**config.mk**
```make
export PLATFORM = sky130hd
export DESIGN_NAME = tips_seq_ctrl_flat
export DESIGN_NICKNAME = d
export VERILOG_FILES = /design/src/rtl/tips_seq_ctrl_if.sv /design/src/rtl/tips_seq_ctrl.sv /design/src/flat_wrapper.sv
export SDC_FILE = /design/constraint.sdc
export NUM_CORES = 1
export LEC_CHECK = 0
export CAP_MARGIN = 20
export CORE_UTILIZATION = 37
export DETAILED_ROUTE_END_ITERATION = 12
export PLACE_DENSITY = 0.67
export RECOVER_POWER = 50
export SYNTH_ARGS = -nofsm -noshare
export SYNTH_HDL_FRONTEND = slang
export SYNTH_SLANG_ARGS = --single-unit
```
**constraint.sdc**
```tcl
create_clock -name clk -period 2.2 [get_ports clk]
set_clock_uncertainty 0.2 [all_clocks]
set_input_delay 0.22 -clock clk [delete_from_list [all_inputs] [get_ports clk]]
set_output_delay 0.22 -clock clk [all_outputs]
set_load 0.05 [all_outputs]
```
**src/rtl/tips_seq_ctrl_if.sv**
```systemverilog
// Banner/press bus between the game-phase sequencer and its neighbours:
// frame/press/game-over inputs in, banner enables, filtered press and phase pulses out.
interface tips_seq_ctrl_if;
    logic       frame_tick;
    logic       press;
    logic       game_over;
    logic       tips_display;
    logic       tips_display_over;
    logic       press_out;
    logic       start_pulse;
    logic       restart_pulse;
    logic [1:0] phase;

    modport master (
        output frame_tick,
        output press,
        output game_over,
        input  tips_display,
        input  tips_display_over,
        input  press_out,
        input  start_pulse,
        input  restart_pulse,
        input  phase
    );

    modport slave (
        input  frame_tick,
        input  press,
        input  game_over,
        output tips_display,
        output tips_display_over,
        output press_out,
        output start_pulse,
        output restart_pulse,
        output phase
    );
endinterface

```
**src/rtl/tips_seq_ctrl.sv**
```systemverilog
// Game-phase sequencer (IDLE/PLAY/OVER): hint banners, filtered trail press, start/restart pulses.
// Define TIPS_SEQ_BLINK_EN to make the banners blink; otherwise they are steady.
module tips_seq_ctrl #(
    parameter int unsigned BLINK_FRAMES   = 30,
    parameter int unsigned LOCKOUT_FRAMES = 60
) (
    input  logic           clk,
    input  logic           reset_n,
    tips_seq_ctrl_if.slave bus
);

    typedef enum logic [1:0] {
        IDLE = 2'b00,
        PLAY = 2'b01,
        OVER = 2'b10
    } state_t;

    localparam logic [7:0] LOCK_MAX = 8'(LOCKOUT_FRAMES);

    state_t     state_q, state_nx;
    logic [7:0] lock_q, lock_nx;
    logic       trans;
    logic       blink_ph_nx;

    logic td_q, td_nx;
    logic tdo_q, tdo_nx;
    logic pout_q, pout_nx;
    logic start_q, start_nx;
    logic restart_q, restart_nx;

    always_comb begin : fsm_next
        state_nx   = state_q;
        pout_nx    = 1'b0;
        start_nx   = 1'b0;
        restart_nx = 1'b0;
        unique case (state_q)
            IDLE: begin
                // The starting press is consumed here and never reaches the trail.
                if (bus.press) begin
                    state_nx = PLAY;
                    start_nx = 1'b1;
                end
            end
            PLAY: begin
                if (bus.game_over) begin
                    state_nx = OVER;
                end else if (bus.press) begin
                    pout_nx = 1'b1;
                end
            end
            OVER: begin
                if (bus.press && (lock_q == LOCK_MAX)) begin
                    state_nx   = IDLE;
                    restart_nx = 1'b1;
                end
            end
            default: state_nx = IDLE;
        endcase
    end

    assign trans = (state_nx != state_q);

    always_comb begin : lock_next
        lock_nx = lock_q;
        if (trans) begin
            lock_nx = '0;
        end else if ((state_q == OVER) && bus.frame_tick && (lock_q < LOCK_MAX)) begin
            lock_nx = lock_q + 8'd1;
        end
    end

`ifdef TIPS_SEQ_BLINK_EN
    localparam logic [7:0] BLINK_LAST = 8'(BLINK_FRAMES - 1);

    logic [7:0] blink_cnt, blink_cnt_nx;
    logic       blink_ph;

    // A state change restarts the blink phase, swallowing any tick in that cycle.
    always_comb begin : blink_next
        blink_cnt_nx = blink_cnt;
        blink_ph_nx  = blink_ph;
        if (trans) begin
            blink_cnt_nx = '0;
            blink_ph_nx  = 1'b1;
        end else if (bus.frame_tick) begin
            if (blink_cnt == BLINK_LAST) begin
                blink_cnt_nx = '0;
                blink_ph_nx  = ~blink_ph;
            end else begin
                blink_cnt_nx = blink_cnt + 8'd1;
            end
        end
    end

    always_ff @(posedge clk or negedge reset_n) begin
        if (!reset_n) begin
            blink_cnt <= '0;
            blink_ph  <= 1'b1;
        end else begin
            blink_cnt <= blink_cnt_nx;
            blink_ph  <= blink_ph_nx;
        end
    end
`else
    assign blink_ph_nx = 1'b1;
`endif

    // Banners are registered from the next state so they line up with phase.
    assign td_nx  = (state_nx == IDLE) && blink_ph_nx;
    assign tdo_nx = (state_nx == OVER) && blink_ph_nx;

    always_ff @(posedge clk or negedge reset_n) begin
        if (!reset_n) begin
            state_q   <= IDLE;
            lock_q    <= '0;
            td_q      <= 1'b1;
            tdo_q     <= 1'b0;
            pout_q    <= 1'b0;
            start_q   <= 1'b0;
            restart_q <= 1'b0;
        end else begin
            state_q   <= state_nx;
            lock_q    <= lock_nx;
            td_q      <= td_nx;
            tdo_q     <= tdo_nx;
            pout_q    <= pout_nx;
            start_q   <= start_nx;
            restart_q <= restart_nx;
        end
    end

    assign bus.phase             = state_q;
    assign bus.tips_display      = td_q;
    assign bus.tips_display_over = tdo_q;
    assign bus.press_out         = pout_q;
    assign bus.start_pulse       = start_q;
    assign bus.restart_pulse     = restart_q;

`ifndef SYNTHESIS
    always_ff @(posedge clk) begin
        if (reset_n) begin
            assert (BLINK_FRAMES >= 1 && BLINK_FRAMES <= 255);
            assert (LOCKOUT_FRAMES >= 1 && LOCKOUT_FRAMES <= 255);
            assert ($onehot0({pout_q, start_q, restart_q}));
            assert (state_q != 2'b11);
        end
    end
`endif

endmodule

```
**src/flat_wrapper.sv**
```systemverilog
// flat-port wrapper written by rule: the top's interface ports become plain ports
module tips_seq_ctrl_flat 
#(
    parameter int unsigned BLINK_FRAMES   = 30,
    parameter int unsigned LOCKOUT_FRAMES = 60
)
  (clk, reset_n, bus_frame_tick, bus_press, bus_game_over, bus_tips_display, bus_tips_display_over, bus_press_out, bus_start_pulse, bus_restart_pulse, bus_phase);
  tips_seq_ctrl_if bus_i ();
  input  logic clk;
  input  logic reset_n;
  input wire logic [$bits(bus_i.frame_tick)-1:0] bus_frame_tick;
  input wire logic [$bits(bus_i.press)-1:0] bus_press;
  input wire logic [$bits(bus_i.game_over)-1:0] bus_game_over;
  output wire logic [$bits(bus_i.tips_display)-1:0] bus_tips_display;
  output wire logic [$bits(bus_i.tips_display_over)-1:0] bus_tips_display_over;
  output wire logic [$bits(bus_i.press_out)-1:0] bus_press_out;
  output wire logic [$bits(bus_i.start_pulse)-1:0] bus_start_pulse;
  output wire logic [$bits(bus_i.restart_pulse)-1:0] bus_restart_pulse;
  output wire logic [$bits(bus_i.phase)-1:0] bus_phase;
  assign bus_i.frame_tick = bus_frame_tick;
  assign bus_i.press = bus_press;
  assign bus_i.game_over = bus_game_over;
  assign bus_tips_display = bus_i.tips_display;
  assign bus_tips_display_over = bus_i.tips_display_over;
  assign bus_press_out = bus_i.press_out;
  assign bus_start_pulse = bus_i.start_pulse;
  assign bus_restart_pulse = bus_i.restart_pulse;
  assign bus_phase = bus_i.phase;
  tips_seq_ctrl #(.BLINK_FRAMES(BLINK_FRAMES), .LOCKOUT_FRAMES(LOCKOUT_FRAMES)) u_core (.clk(clk), .reset_n(reset_n), .bus(bus_i));
endmodule
```
=== After elaboration in Yosys (flattened, before gate mapping) ===
Cells that the tools add are included.

* Add/sub/neg operators: 1
* $lt $le $gt $ge: 1
* Equality and inequality tests: 5
* Muxes and demuxes: 12
* Reduce and logical (&&, ||, !) cells: 6

{| class="wikitable"
|+ Operators with widths
! cell !! count
|-
| $mux W8 || 2
|-
| $add A8 B1 Y8 const B || 1
|-
| $eq A8 B6 Y1 const B || 1
|-
| $lt A8 B6 Y1 const B || 1
|-
| $mux W1 || 6
|-
| $mux W2 || 3
|-
| $pmux W2 S3 || 1
|-
| $eq A2 B2 Y1 const B || 2
|-
| $logic_not A2 Y1 || 2
|-
| $logic_and A1 B1 Y1 || 3
|-
| $eq A2 B1 Y1 const B || 1
|-
| $ne A2 B2 Y1 || 1
|-
| $reduce_bool A2 Y1 || 1
|}

* Register bits: 15
* Output and inout port bits: 7

=== Depth between registers and ports, before layout ===
* Depth after elaboration: 6
* Depth in mapped cells: 6

=== Worst setup path after synthesis ===
Ideal clock, no wire load.

* Path kind: reg-to-reg
* From: register u_core.state_q[0], in the netlist u_core.bus.phase[0]
* To: register u_core.lock_q[5]
* Library setup time: 0.073 ns
* Arrival: 1.709 ns
* Slack: 0.218 ns
* Cell stages (with the launch flop): 6
* Buffers on the path: 1
* Clock period less this slack: 1.982 ns
* Path through: dfrtp_1 -> buf_2 -> nor4b_4 -> nand3_2 -> or3_1 -> a21oi_2

* Word-level cells in the longest chain between the ends: 4
* Elaborated cells between the ends (all ways): 12
* Those cells by class: eq/ne: 3; mux: 5; reduce/logical: 4

{| class="wikitable"
|+ Ends and longest elaborated chain
! item !! RTL line !! source
|-
| from (decl) || tips_seq_ctrl.sv:20 || <nowiki>state_t state_q, state_nx;</nowiki>
|-
| from (signal assigned) || tips_seq_ctrl.sv:122 || <nowiki>state_q <= state_nx;</nowiki>
|-
| $eq A2 B2 Y1, or another cell as far along || tips_seq_ctrl.sv:36, tips_seq_ctrl.sv:67 ||
|-
| $pmux W2 S3 or $logic_and A1 B1 Y1 (tied branches) || tips_seq_ctrl.sv:36, tips_seq_ctrl.sv:67 ||
|-
| $ne A2 B2 Y1 or $logic_and A1 B1 Y1 (tied branches) || tips_seq_ctrl.sv:61, tips_seq_ctrl.sv:67 ||
|-
| $mux W8 or $reduce_bool A2 Y1 (tied branches) || n/a ||
|-
| to (signal assigned) || tips_seq_ctrl.sv:123 || <nowiki>lock_q <= lock_nx;</nowiki>
|-
| to (decl) || tips_seq_ctrl.sv:21 || <nowiki>logic [7:0] lock_q, lock_nx;</nowiki>
|}

Several ways; a longest one is shown, not always the timed one.
A chain may end at the register's enable or synchronous reset.

=== Final worst setup path ===
* From: register u_core.state_q[1], in the netlist u_core.bus.phase[1]
* To: output bus_phase[1]

{| class="wikitable"
|+ RTL lines
! item !! RTL line !! source
|-
| to (decl) || flat_wrapper.sv:19 || <nowiki>output wire logic [$bits(bus_i.phase)-1:0] bus_phase;</nowiki>
|}

No word-level cell between the ends.

==> flow_summary.yaml <==
logic_synthesis:
  synth-async-reset-ratio_pct: 100
  synthCells: 64
  synth.avg_cell_area_um2: 10.9
  syn_nets: 71
  synth_seq_cells: 15
  yosysSeqAreaShare_pct: 53.8
  synthDistinctLibCells: 26
  synth_warnings: 0
  synth_ff_type: "dfrtp_1"
  synth_edf_count: 0
  synthesis.area_um2: 701
cells_and_area:
  seqCellArea_um2: 377
  final_nets: 86
  fill_cells: 184
  final_area_um2: 866
  final_cell_mix: "dfrtp_1, clkdlybuf4s50_1, nor2_1"
  mostFrequentLayoutCell: "dfrtp_1"
  syn_to_final_growth_pct: 23.6
  drive_gt1_share_pct: 10.3
  multiInputGateArea_um2: 297
  antenna_cells: 0
setup_path:
  cp_num_buf_inv: 1
  worst-r2r-cell-count: 4
  cp.depth: 1
  cp-end-kind: "output pin"
  cp_slowest_cell: "clkdlybuf4s50_1"
  start_kind: "flip-flop"
  cpPeakStageDelay_ps: 860
  path_cells: "clkdlybuf4s50_1"
  path_class: "reg -> out"
  r2r_start: "u_core.bus.phase[0]"
  cp_max_fo: 9
  required_ps: 1780
  crit_start: "u_core.bus.phase[1]"
  critPathArrivalTime_ps: 1640
  cpLargestDelayFamily: "buffers and inverters"
  r2r_slack_ps: 380
power:
  p_seq_share_pct: 40.3
  intPower_w: 0.000557
  powerDensity_mw_per_mm2: 1120
  clkPwrFrac_pct: 16.0
  p_switching_w: 0.000413
  switching_share_pct: 42.6
  combPwrFrac_pct: 43.7
  p_leak_nw: 0.413
  ir_drop_uv: 543
detailed_routing:
  avgViaCountPerCell: 4.81
  drt_iter0_markers: 6
  drc_errors: 0
  firstDrtPassIters: 3
  wl_per_cell_um: 12.0
  route.antenna.remaining_nets: 0
  wl_um: 1230
  num_vias: 495
cts:
  cts-htree-levels: 1
  clk_pin_slew_ps: 90
  post_cts_buffers: 0
  ctsHoldBuffers: 0
  cts.sinks: 15
  cts_buffers: 3
  cts_tree: "yes"
  root_buffer: "clkbuf_4"
  clk_latency_ps: 280
  cts_resized: 0
  clock_path_buffers: 2
global_routing:
  grt_pass1_vias: 468
  antenna_found_initial: 0
  grt_pass1_wl_um: 2050
  overflow: 0
  grt_usage_pct: 14.4
  grt_max_degree: 16
place:
  dp_hpwl_um: 887
  gp_congestion: 0.729
  io_buffers: 11
  placed_area_um2: 837
timing:
  setup_viol: 0
  slew_viol_final: 0
  hold_viol_final: 0
  rsz0062_at_grt: "no"
  fin_crit_ps: 2060
  finalCritPeriodShare_pct: 93.4
  fmax_mhz: 487
  tns_ps: 0
  max-slew-margin-rel_pct: 55.2
  tightest_slew_ps: 670
floorplanning:
  placementRows: 15
  start_util_pct: 40.1
  core_mm2: 0.00175
  die_h_um: 45.5
  die-area_mm2: 0.00207
  pin_count: 12
  die_w_um: 45.5
job:
  max_cap_violations: 0
status:
  status: "completed"
worst_hold_path:
  hold_path_class: "in -> async"
==> layer usage <==
| layer | track usage (%) | up-vias | routed length, um |
|---|---|---|---|
| li1 | - | 248 | - |
| met1 | 17.0 | 233 | 596 |
| met2 | 23.1 | 12 | 567 |
| met3 | 4.76 | 2 | 59 |
| met4 | 7.27 | 0 | 7 |
| met5 | 0 | - | 0 |
==> power groups by stage <==
stage / logic (W) / clock network (W) / registers (W)
floorplan: 0.000173 / 0 / 0.000522
global placement: 0.000419 / 0 / 0.000393
detailed placement: 0.000428 / 0 / 0.000396
CTS: 0.000428 / 0.000164 / 0.000390
global route: 0.000453 / 0.000180 / 0.000399
finish: 0.000424 / 0.000155 / 0.000391
==> worst reg2reg max path, stage by stage, from the launching register on <==
cell     delay, ps
dfrtp_1        500
nor4b_4        360
nand3_2        160
or3_1          380
a21oi_2        150
==> Yosys cell counts (2+ instances only) <==
library cell,number,area [um^2]
dfrtp_1,14,350
nor2_1,8,30.0
inv_1,6,22.5
nand2_1,5,18.8
nand4_1,4,25.0
xor2_1,3,26.3
a21o_1,2,15.0
and3_1,2,12.5
ha_1,2,25.0
nor2b_1,2,12.5
==> through the flow <==
step	util [%]	hold WS [ps]	instances	total power, W	setup WS, ps
after floorplan	-	-276	64	0.000695	218
after global placement	48.0	340	99	0.000812	405
after detailed placement	48.0	351	99	0.000824	365
after CTS	49.5	157	103	0.000982	64.2
after global routing	49.6	261	103	0.00103	73.5
final	49.6	212	103	0.000970	145
==> final timing paths <==
check | to
worst min register to register | u_core.lock_q[5]
worst max register to register | u_core.lock_q[5]
worst max-delay path | bus_phase[1]
max in group asynchronous | u_core.lock_q[2]
min in group clk | u_core.bus.press_out
worst min-delay path | u_core.bus.phase[0]
==> flip-flops by register name (all words and copies together), names as in the netlist <==
signal / count
u_core.bus.phase: 2
u_core.bus.press_out: 1
u_core.bus.restart_pulse: 1
u_core.bus.start_pulse: 1
u_core.bus.tips_display: 1
u_core.bus.tips_display_over: 1
u_core.lock_q: 8
==> layout make-up <==
| type | instances | area share [%] |
|---|---|---|
| flip-flops and latches | 15 | 43.5 |
| multi-input cells | 42 | 34.2 |
| repair buffers | 11 | 13.0 |
| well taps | 25 | 3.61 |
| clock buffers | 4 | 3.03 |
| inverters | 6 | 2.60 |
==> kinds of logic (layout without fill, tap and decap cells) <==
kind of cell	Yosys count	after routing	share of synthesized area [%]
adder cells (fa/ha/maj)	2	2	3.57
flip-flops	15	15	53.8
XOR/XNOR	4	4	5.00
multiplexers	1	1	1.43
AND/OR/NAND/NOR	29	29	25.5
buffers and inverters	7	21	3.93
AO/OA/AOI/OAI	6	6	6.79
No activity file was read; power rests on OpenSTA's default activity.
